`src/rtl/spm_wb_ctrl.sv`:
```
// Wishbone register front end for the serial-parallel multiplier core.
// Holds operands, sequences start/done handshake and captures the product.
module spm_wb_ctrl #(
  parameter int WIDTH   = 32,
  parameter int TIMEOUT = 256
) (
  input  logic               clk,
  input  logic               rst_n,
  input  logic               wbs_cyc_i,
  input  logic               wbs_stb_i,
  input  logic               wbs_we_i,
  input  logic [3:0]         wbs_sel_i,
  input  logic [31:0]        wbs_adr_i,
  input  logic [31:0]        wbs_dat_i,
  output logic [31:0]        wbs_dat_o,
  output logic               wbs_ack_o,
  output logic [WIDTH-1:0]   mc,
  output logic [WIDTH-1:0]   mp,
  output logic               start,
  input  logic               done,
  input  logic [2*WIDTH-1:0] prod,
  output logic               irq
);

  localparam int CW = $clog2(TIMEOUT);

  typedef enum logic [1:0] {IDLE, ARM, BUSY, DRAIN} state_t;
  state_t state, state_nx;

  logic [WIDTH-1:0]   mc_r, mp_r;
  logic [2*WIDTH-1:0] prod_r;
  logic [CW-1:0]      cnt;
  logic               ie, done_f, to_f, err;
  logic               busy;
  logic               req, wr_req;
  logic [2:0]         reg_sel;
  logic [31:0]        wmask, rdata;
  logic               go_ok, capture, tmo;
  logic               unused_adr;

  assign unused_adr = ^{wbs_adr_i[31:5], wbs_adr_i[1:0]};

  assign req     = wbs_cyc_i & wbs_stb_i & ~wbs_ack_o;
  assign wr_req  = req & wbs_we_i;
  assign reg_sel = wbs_adr_i[4:2];
  assign wmask   = {{8{wbs_sel_i[3]}}, {8{wbs_sel_i[2]}},
                    {8{wbs_sel_i[1]}}, {8{wbs_sel_i[0]}}};

  assign busy    = (state != IDLE);
  assign go_ok   = wr_req && (reg_sel == 3'd2) && wbs_sel_i[0] && wbs_dat_i[0] && !busy;
  assign capture = (state == BUSY) && done;
  assign tmo     = (state == BUSY) && !done && (cnt == CW'(TIMEOUT - 1));

  assign mc    = mc_r;
  assign mp    = mp_r;
  assign start = (state == ARM) || (state == BUSY);
  assign irq   = done_f & ie;

  always_comb begin
    rdata = '0;
    case (reg_sel)
      3'd0: rdata = 32'(mc_r);
      3'd1: rdata = 32'(mp_r);
      3'd2: rdata = {30'd0, ie, 1'b0};
      3'd3: rdata = {28'd0, err, to_f, done_f, busy};
      3'd4: rdata = prod_r[31:0];
      3'd5: rdata = prod_r[63:32];
      default: rdata = '0;
    endcase
  end

  always_comb begin
    state_nx = state;
    case (state)
      IDLE:  if (go_ok) state_nx = ARM;
      ARM:   state_nx = BUSY;
      BUSY:  if (done) state_nx = DRAIN;
             else if (tmo) state_nx = IDLE;
      DRAIN: if (!done) state_nx = IDLE;
      default: state_nx = IDLE;
    endcase
  end

  always_ff @(posedge clk or negedge rst_n) begin
    if (!rst_n) state <= IDLE;
    else        state <= state_nx;
  end

  always_ff @(posedge clk or negedge rst_n) begin
    if (!rst_n)              cnt <= '0;
    else if (go_ok)          cnt <= '0;
    else if (state == BUSY)  cnt <= cnt + 1'b1;
  end

  always_ff @(posedge clk or negedge rst_n) begin
    if (!rst_n) begin
      wbs_ack_o <= 1'b0;
      wbs_dat_o <= '0;
      mc_r      <= '0;
      mp_r      <= '0;
      prod_r    <= '0;
      ie        <= 1'b0;
      done_f    <= 1'b0;
      to_f      <= 1'b0;
      err       <= 1'b0;
    end else begin
      wbs_ack_o <= req;
      wbs_dat_o <= (req && !wbs_we_i) ? rdata : '0;
      if (wr_req) begin
        case (reg_sel)
          3'd0: if (busy) err <= 1'b1;
                else mc_r <= WIDTH'((32'(mc_r) & ~wmask) | (wbs_dat_i & wmask));
          3'd1: if (busy) err <= 1'b1;
                else mp_r <= WIDTH'((32'(mp_r) & ~wmask) | (wbs_dat_i & wmask));
          3'd2: if (wbs_sel_i[0]) begin
                  if (wbs_dat_i[0] && busy) err <= 1'b1;
                  else ie <= wbs_dat_i[1];
                end
          3'd3: if (wbs_sel_i[0]) begin
                  if (wbs_dat_i[1]) done_f <= 1'b0;
                  if (wbs_dat_i[2]) to_f   <= 1'b0;
                  if (wbs_dat_i[3]) err    <= 1'b0;
                end
          default: ;
        endcase
      end
      // Later assignments take priority: a capture beats a same-cycle W1C of DONE.
      if (go_ok) begin
        done_f <= 1'b0;
        to_f   <= 1'b0;
      end
      if (capture) begin
        done_f <= 1'b1;
        prod_r <= prod;
      end
      if (tmo) to_f <= 1'b1;
    end
  end

endmodule

```
`config.mk`:
```
export PLATFORM = sky130hd
export DESIGN_NAME = spm_wb_ctrl
export DESIGN_NICKNAME = d
export VERILOG_FILES = /design/src/rtl/spm_wb_ctrl.sv
export SDC_FILE = /design/constraint.sdc
export NUM_CORES = 1
export LEC_CHECK = 0
export BUFFER_PORTS_ARGS = -buffer_cell sky130_fd_sc_hd__buf_2
export CAP_MARGIN = 20
export CORE_ASPECT_RATIO = 1.4
export CORE_MARGIN = 1
export CORE_UTILIZATION = 30
export CTS_BUF_LIST = sky130_fd_sc_hd__clkbuf_16
export CTS_CLUSTER_SIZE = 30
export DETAILED_ROUTE_END_ITERATION = 10
export PLACE_DENSITY_LB_ADDON = 0.12
export SLEW_MARGIN = 20
export SYNTH_ARGS = -nofsm -noshare
export SYNTH_HDL_FRONTEND = slang
export SYNTH_SLANG_ARGS = --single-unit
```
`constraint.sdc`:
```
create_clock -name clk -period 2.2 [get_ports clk]
set_input_delay 0.11 -clock clk [delete_from_list [all_inputs] [get_ports clk]]
set_output_delay 0.11 -clock clk [all_outputs]
set_load 0.02 [all_outputs]
```
==> impl_metrics.json, run 1 <==
{
  "async_flop_share_pct": 100,
  "cts.sinks": 175,
  "start_util_pct": 30.6,
  "cp.arrival_ns": 2.25,
  "netlist_area_um2": 7310,
  "ff2ff_setup_slack_ns": 0.27,
  "worst_pin_slew_ns": 0.690,
  "slew_headroom_pct": 54.0,
  "drive_above_1_share_pct": 45.5,
  "grt_overflow": 0,
  "hold_path_depth": 2,
  "hold_violations": 0,
  "ir_drop_mv": 0.565,
  "wl_um": 21600,
  "cp_slowest_stage_delay_ns": 0.40,
  "p_comb_share_pct": 24.6,
  "place_ws_ns": 0.223,
  "post_cts_buffers": 0,
  "die_area_um2": 25000,
  "setup_viol": 0,
  "ant_nets": 0,
  "slew_violations": 0,
  "syn_nets": 668,
  "ys_warn_count": 0,
  "rsz0062_at_grt": "no",
  "avgSynthCellArea_um2": 13.9,
  "drtIter0Drc": 242,
  "clk_pin_slew_ns": 0.07,
  "finalCriticalPeriod_ns": 1.93,
  "synth-edff-count": 0,
  "reg2reg_from": "wbs_ack_o",
  "clock_latency_ns": 0.43,
  "grt_start_max_net_pins": 67,
  "track_usage_pct": 18.0,
  "skew_ns": 0.00685,
  "path_class": "reg2reg",
  "hold_class": "in2reg",
  "p_switching_mw": 2.93,
  "p_per_area_nw_per_um2": 973,
  "ys.flop_type": "dfrtp_1",
  "p_leak_nw": 5.10,
  "ys_ff_latch": 175,
  "cp_max_fo": 8,
  "syn_inst": 526,
  "grt_antenna_before_repair": 1,
  "core_um2": 23900,
  "vias_per_cell": 4.88,
  "worstPathRequired_ns": 2.51,
  "yosysUniqueCellTypes": 50,
  "period_share_pct": 87.9,
  "drc": 0,
  "gp_congestion": 0.761,
  "num_rows": 67,
  "total_power_mw": 10.1,
  "slowest_stage": "dfrtp_1",
  "dp_hpwl_um": 14500,
  "status": "finished clean",
  "die_y_um": 187,
  "p_sw_share_pct": 29.0,
  "maxCapViolations": 0,
  "clockBufferDepth": 2,
  "drt-wirelength-per-cell_um": 18.6,
  "worst_r2r_path_depth": 4,
  "critPathBufInv": 0,
  "start_kind": "flip-flop",
  "synth_seq_area_share_pct": 59.9,
  "firstDrtPassIters": 4,
  "cts_tree": "built",
  "numCtsBuffers": 17,
  "worstPathCellList": "and4b_1, and3_1, nand2_1, mux2_2",
  "clockPowerShare_pct": 29.4,
  "cts_root_buffer": "clkbuf_16",
  "area_delta_synth_final_pct": 42.0,
  "num_vias": 5678,
  "cpLargestDelayFamily": "simple AND/OR/NAND/NOR gates",
  "power.internal_mw": 7.16,
  "tns_ns": 0,
  "setup_slack_ns": 0.267,
  "nFillCells": 2276,
  "cp-end-kind": "flip-flop",
  "pwr-share-seq_pct": 46.0,
  "fmax_ghz": 0.517,
  "grt_pass1_vias": 6180,
  "io_pins": 237,
  "grt_pass1_wl_um": 33900,
  "die_w_um": 134,
  "port_buffers": 207,
  "nNetsFinal": 981,
  "h-tree-depth": 4,
  "hp-start": "wbs_dat_i[0]"
}
worst max-delay path by stage:
stage                             from   endpoint  slack (ns)  cells after the start
after global placement    wbs_adr_i[2]  flip-flop        0.24                      5
after floorplan               state[1]  flip-flop        0.49                      7
final                        wbs_ack_o  flip-flop        0.27                      4
after global routing         wbs_ack_o  flip-flop        0.12                      4
after detailed placement  wbs_adr_i[2]  flip-flop        0.22                      5
after CTS                    wbs_ack_o  flip-flop        0.20                      4
through the flow:
stage	std cells	cell area (um^2)	utilization, %	hold WS [ns]
2_1_floorplan	526	7310	-	-0.186
3_3_place_gp	1030	8810	36.9	0.173
3_5_place_dp	1030	8810	36.9	0.179
4_1_cts	1161	10400	43.4	0.00166
5_1_grt	1162	10400	43.4	0.00695
6_report	1163	10400	43.4	0.0338
per-layer routing:
metal  vias up  routed length, um  global-route usage [%]
met3        25                877                    3.80
li1       2568                  -                       -
met2       141              11300                    31.6
met1      2944               8910                    21.0
met5         -                  0                       0
met4         0                501                    7.69
cells in the mapped netlist, types with 2 or more instances:
cell,n,area (um^2)
dfrtp_1,175,4380
mux2_2,126,1420
a22oi_1,58,435
a21oi_1,38,190
buf_2,17,85.1
nor2_1,13,48.8
nand2_1,10,37.5
clkbuf_1,9,33.8
inv_1,6,22.5
mux2i_1,6,60.1
ha_1,4,50.1
nand2_4,4,45.0
o21ai_0,4,20.0
mux2_1,3,33.8
nand3_1,3,15.0
nand4_1,3,18.8
nor3_1,3,15.0
or3_1,3,18.8
xor2_1,3,26.3
a22o_1,2,17.5
and3_1,2,12.5
and4b_1,2,20.0
nor3b_2,2,25.0
nor4_1,2,12.5
o211ai_1,2,15.0
o21ai_1,2,10.0
timing repair:
item | 4_1_cts | 5_1_grt
endpoints found under the hold margin | 191 | 0
hold buffers | 100 | 0
resized for setup | 0 | 0
final cells by class:
type / instances / area [um^2] / area share, %
Multi-Input combinational cell: 317 / 2800 / 27.0
Clock buffer: 17 / 425 / 4.10
Timing Repair Buffer: 322 / 2220 / 21.4
Sequential cell: 175 / 4380 / 42.2
Antenna cell: 2 / 5.00 / 0.0482
Clock inverter: 14 / 136 / 1.31
Inverter: 6 / 22.5 / 0.217
Tap cell: 310 / 388 / 3.74
cells by family (layout without fill, tap and decap cells):
logic type      after synthesis  in the layout  share of synthesized area [%]
compound gates              116            116                           10.6
xor+xnor                      4              4                          0.479
fa+ha+maj                     4              4                          0.685
buf+inv                      34            359                           2.09
flops                       175            175                           59.9
mux                         136            136                           21.0
other cells                   0              2                              0
simple gates                 57             57                           5.22
power groups by stage:
stage               Combinational [mW]  Sequential, mW  Clock [mW]
global route                      2.72            4.75        3.19
global placement                  2.30            4.64           0
finish                            2.48            4.65        2.96
CTS                               2.53            4.64        3.05
floorplan                         1.47            4.74           0
detailed placement                2.38            4.70           0
cell usage in the layout (no fill, tap or decap), types with 3 or more instances in the layout:
| cell | instances |
|---|---|
| a21oi_1 | 38 |
| xor2_1 | 3 |
| mux2_1 | 3 |
| mux2_2 | 126 |
| nand2_4 | 5 |
| buf_2 | 206 |
| clkbuf_16 | 17 |
| bufinv_16 | 3 |
| or3_1 | 3 |
| dlygate4sd3_1 | 100 |
| nor2_1 | 13 |
| nand3_1 | 3 |
| dfrtp_1 | 175 |
| clkinv_2 | 4 |
| a22oi_1 | 58 |
| nand4_1 | 3 |
| inv_1 | 11 |
| mux2i_1 | 6 |
| o21ai_0 | 4 |
| buf_12 | 5 |
| nand2_1 | 9 |
| buf_4 | 10 |
| nor3_1 | 3 |
| ha_1 | 4 |
Power figures use the tool's default switching activity.
==> run 2: changes to the inputs <==
--- a/config.mk
+++ b/config.mk
@@ -7,8 +7,8 @@
 export LEC_CHECK = 0
 export BUFFER_PORTS_ARGS = -buffer_cell sky130_fd_sc_hd__buf_2
 export CAP_MARGIN = 20
-export CORE_ASPECT_RATIO = 1.4
-export CORE_MARGIN = 1
+export CORE_ASPECT_RATIO = 2
+export CORE_MARGIN = 4
 export CORE_UTILIZATION = 30
 export CTS_BUF_LIST = sky130_fd_sc_hd__clkbuf_16
 export CTS_CLUSTER_SIZE = 30
==> run 2 against run 1 <==
Fmax is 1.3% lower. Largest power group unchanged. Via count fell by 0.16%. Largest cell class unchanged. Clock-buffer cell count is the same. Sequential share of layout area increased by 0.12 points.
==> impl_metrics.json, run 2 (same netlist as run 1, synthesis figures left out) <==
{
  "num_vias": 5669,
  "setup_viol": 0,
  "track_usage_pct": 17.3,
  "period_share_pct": 89.1,
  "worstPathCellList": "inv_1, ha_1, and3_2, nand2_1, mux2_1",
  "start_util_pct": 30.5,
  "start_kind": "flip-flop",
  "cts_root_buffer": "clkbuf_16",
  "cts.sinks": 175,
  "die_y_um": 229,
  "layout_common_cells": "buf_2 (206), dfrtp_1 (175), mux2_2 (126), dlygate4sd3_1 (100), a22oi_1 (58)",
  "cp_max_fo": 9,
  "place_ws_ns": 0.0937,
  "final_common_cell": "buf_2",
  "firstDrtPassIters": 4,
  "grt_antenna_before_repair": 0,
  "post_cts_buffers": 0,
  "die_area_um2": 27100,
  "drt-wirelength-per-cell_um": 19.8,
  "cpLargestDelayFamily": "simple AND/OR/NAND/NOR gates",
  "cts_tree": "built",
  "worstPathRequired_ns": 2.52,
  "slowest_stage": "dfrtp_1",
  "worst_pin_slew_ns": 0.681,
  "cp_slowest_stage_delay_ns": 0.44,
  "grt_start_max_net_pins": 69,
  "ir_drop_mv": 0.481,
  "ant_nets": 0,
  "slew_headroom_pct": 54.6,
  "finalCriticalPeriod_ns": 1.96,
  "dp_hpwl_um": 16200,
  "hold_class": "in2reg",
  "skew_ns": 0.0123,
  "status": "finished clean",
  "grt_pass1_wl_um": 35800,
  "antenna_cells": 0,
  "p_leak_nw": 5.10,
  "h-tree-depth": 4,
  "clockBufferDepth": 2,
  "tns_ns": 0,
  "drive_above_1_share_pct": 45.6,
  "vias_per_cell": 4.98,
  "cp-end-kind": "flip-flop",
  "hold_violations": 0,
  "num_rows": 80,
  "setup_slack_ns": 0.240,
  "core_um2": 23900,
  "wl_um": 22500,
  "grt_overflow": 0,
  "critPathBufInv": 1,
  "clock_latency_ns": 0.44,
  "area_delta_synth_final_pct": 41.6,
  "grt_pass1_vias": 6391,
  "io_pins": 237,
  "p_per_area_nw_per_um2": 978,
  "clk_pin_slew_ns": 0.06,
  "rsz0062_at_grt": "no",
  "drc": 0,
  "drtIter0Drc": 212,
  "slew_violations": 0,
  "die_w_um": 118,
  "nNetsFinal": 981,
  "total_power_mw": 10.1,
  "numCtsBuffers": 17,
  "cp.arrival_ns": 2.28,
  "port_buffers": 207,
  "path_class": "reg2reg",
  "fmax_ghz": 0.510,
  "maxCapViolations": 0,
  "gp_congestion": 0.775
}
==> run 2: cell count changes in the layout (fill, tap and decap cells not counted), sizes merged <==
cell,previous run,this run
inv,11,12
clkinv,6,4
clkinvlp,0,1
diode,2,0
==> run 2: per-layer routing <==
layer | global-route usage [%] | vias to the layer above | routed length [um]
li1 | - | 2571 | -
met1 | 18.0 | 2896 | 8080
met2 | 32.6 | 171 | 12800
met3 | 4.04 | 31 | 1040
met4 | 7.12 | 0 | 579
met5 | 0 | - | 0
==> run 2: final cells by class <==
type                       count  area (um^2)
inverter                       6         22.5
sequential                   175         4380
clock inverter                14          138
clock buffer                  17          425
multi-input combinational    317         2810
tap                          287          359
timing repair buffer         322         2220
fill                        2277        13600
==> run 2: worst paths after layout <==
| kind | to | cells past startpoint | start | slack [ns] |
|---|---|---|---|---|
| worst min register to register | to_f | 1 | to_f | 0.50 |
| worst max-delay path | flip-flop | 5 | state[1] | 0.24 |
| worst min-delay path | wbs_dat_o[1] | 3 | wbs_cyc_i | 0.04 |
| max in group asynchronous | async pin | 3 | rst_n | 1.19 |
| worst max register to register | flip-flop | 5 | state[1] | 0.24 |
| min in group asynchronous | wbs_ack_o | 2 | rst_n | 0.27 |
==> run 2: worst min-delay path: stages <==
cell      delay (ns)
buf_2           0.11
nand3b_1        0.13
nor3_1          0.07
==> run 2: stage by stage <==
step,hold slack [ns],instance area (um^2),util (%),cells
floorplan,-0.186,7310,-,526
global placement,0.174,8780,36.7,1007
detailed placement,0.175,8780,36.7,1007
CTS,0.00366,10300,43.2,1138
global route,0.0172,10300,43.3,1138
finish,0.0353,10300,43.3,1138
==> run 2: timing repair <==
action,CTS,global route
hold buffers,100,0
endpoints found under the hold margin,196,0
resized for setup,0,2
endpoints found under the setup margin,0,18
==> run 2: where the power goes <==
| part | switching, mW | internal, mW | total, mW |
|---|---|---|---|
| logic | 1.17 | 1.33 | 2.50 |
| registers | 0.549 | 4.11 | 4.66 |
| clock network | 1.23 | 1.74 | 2.97 |
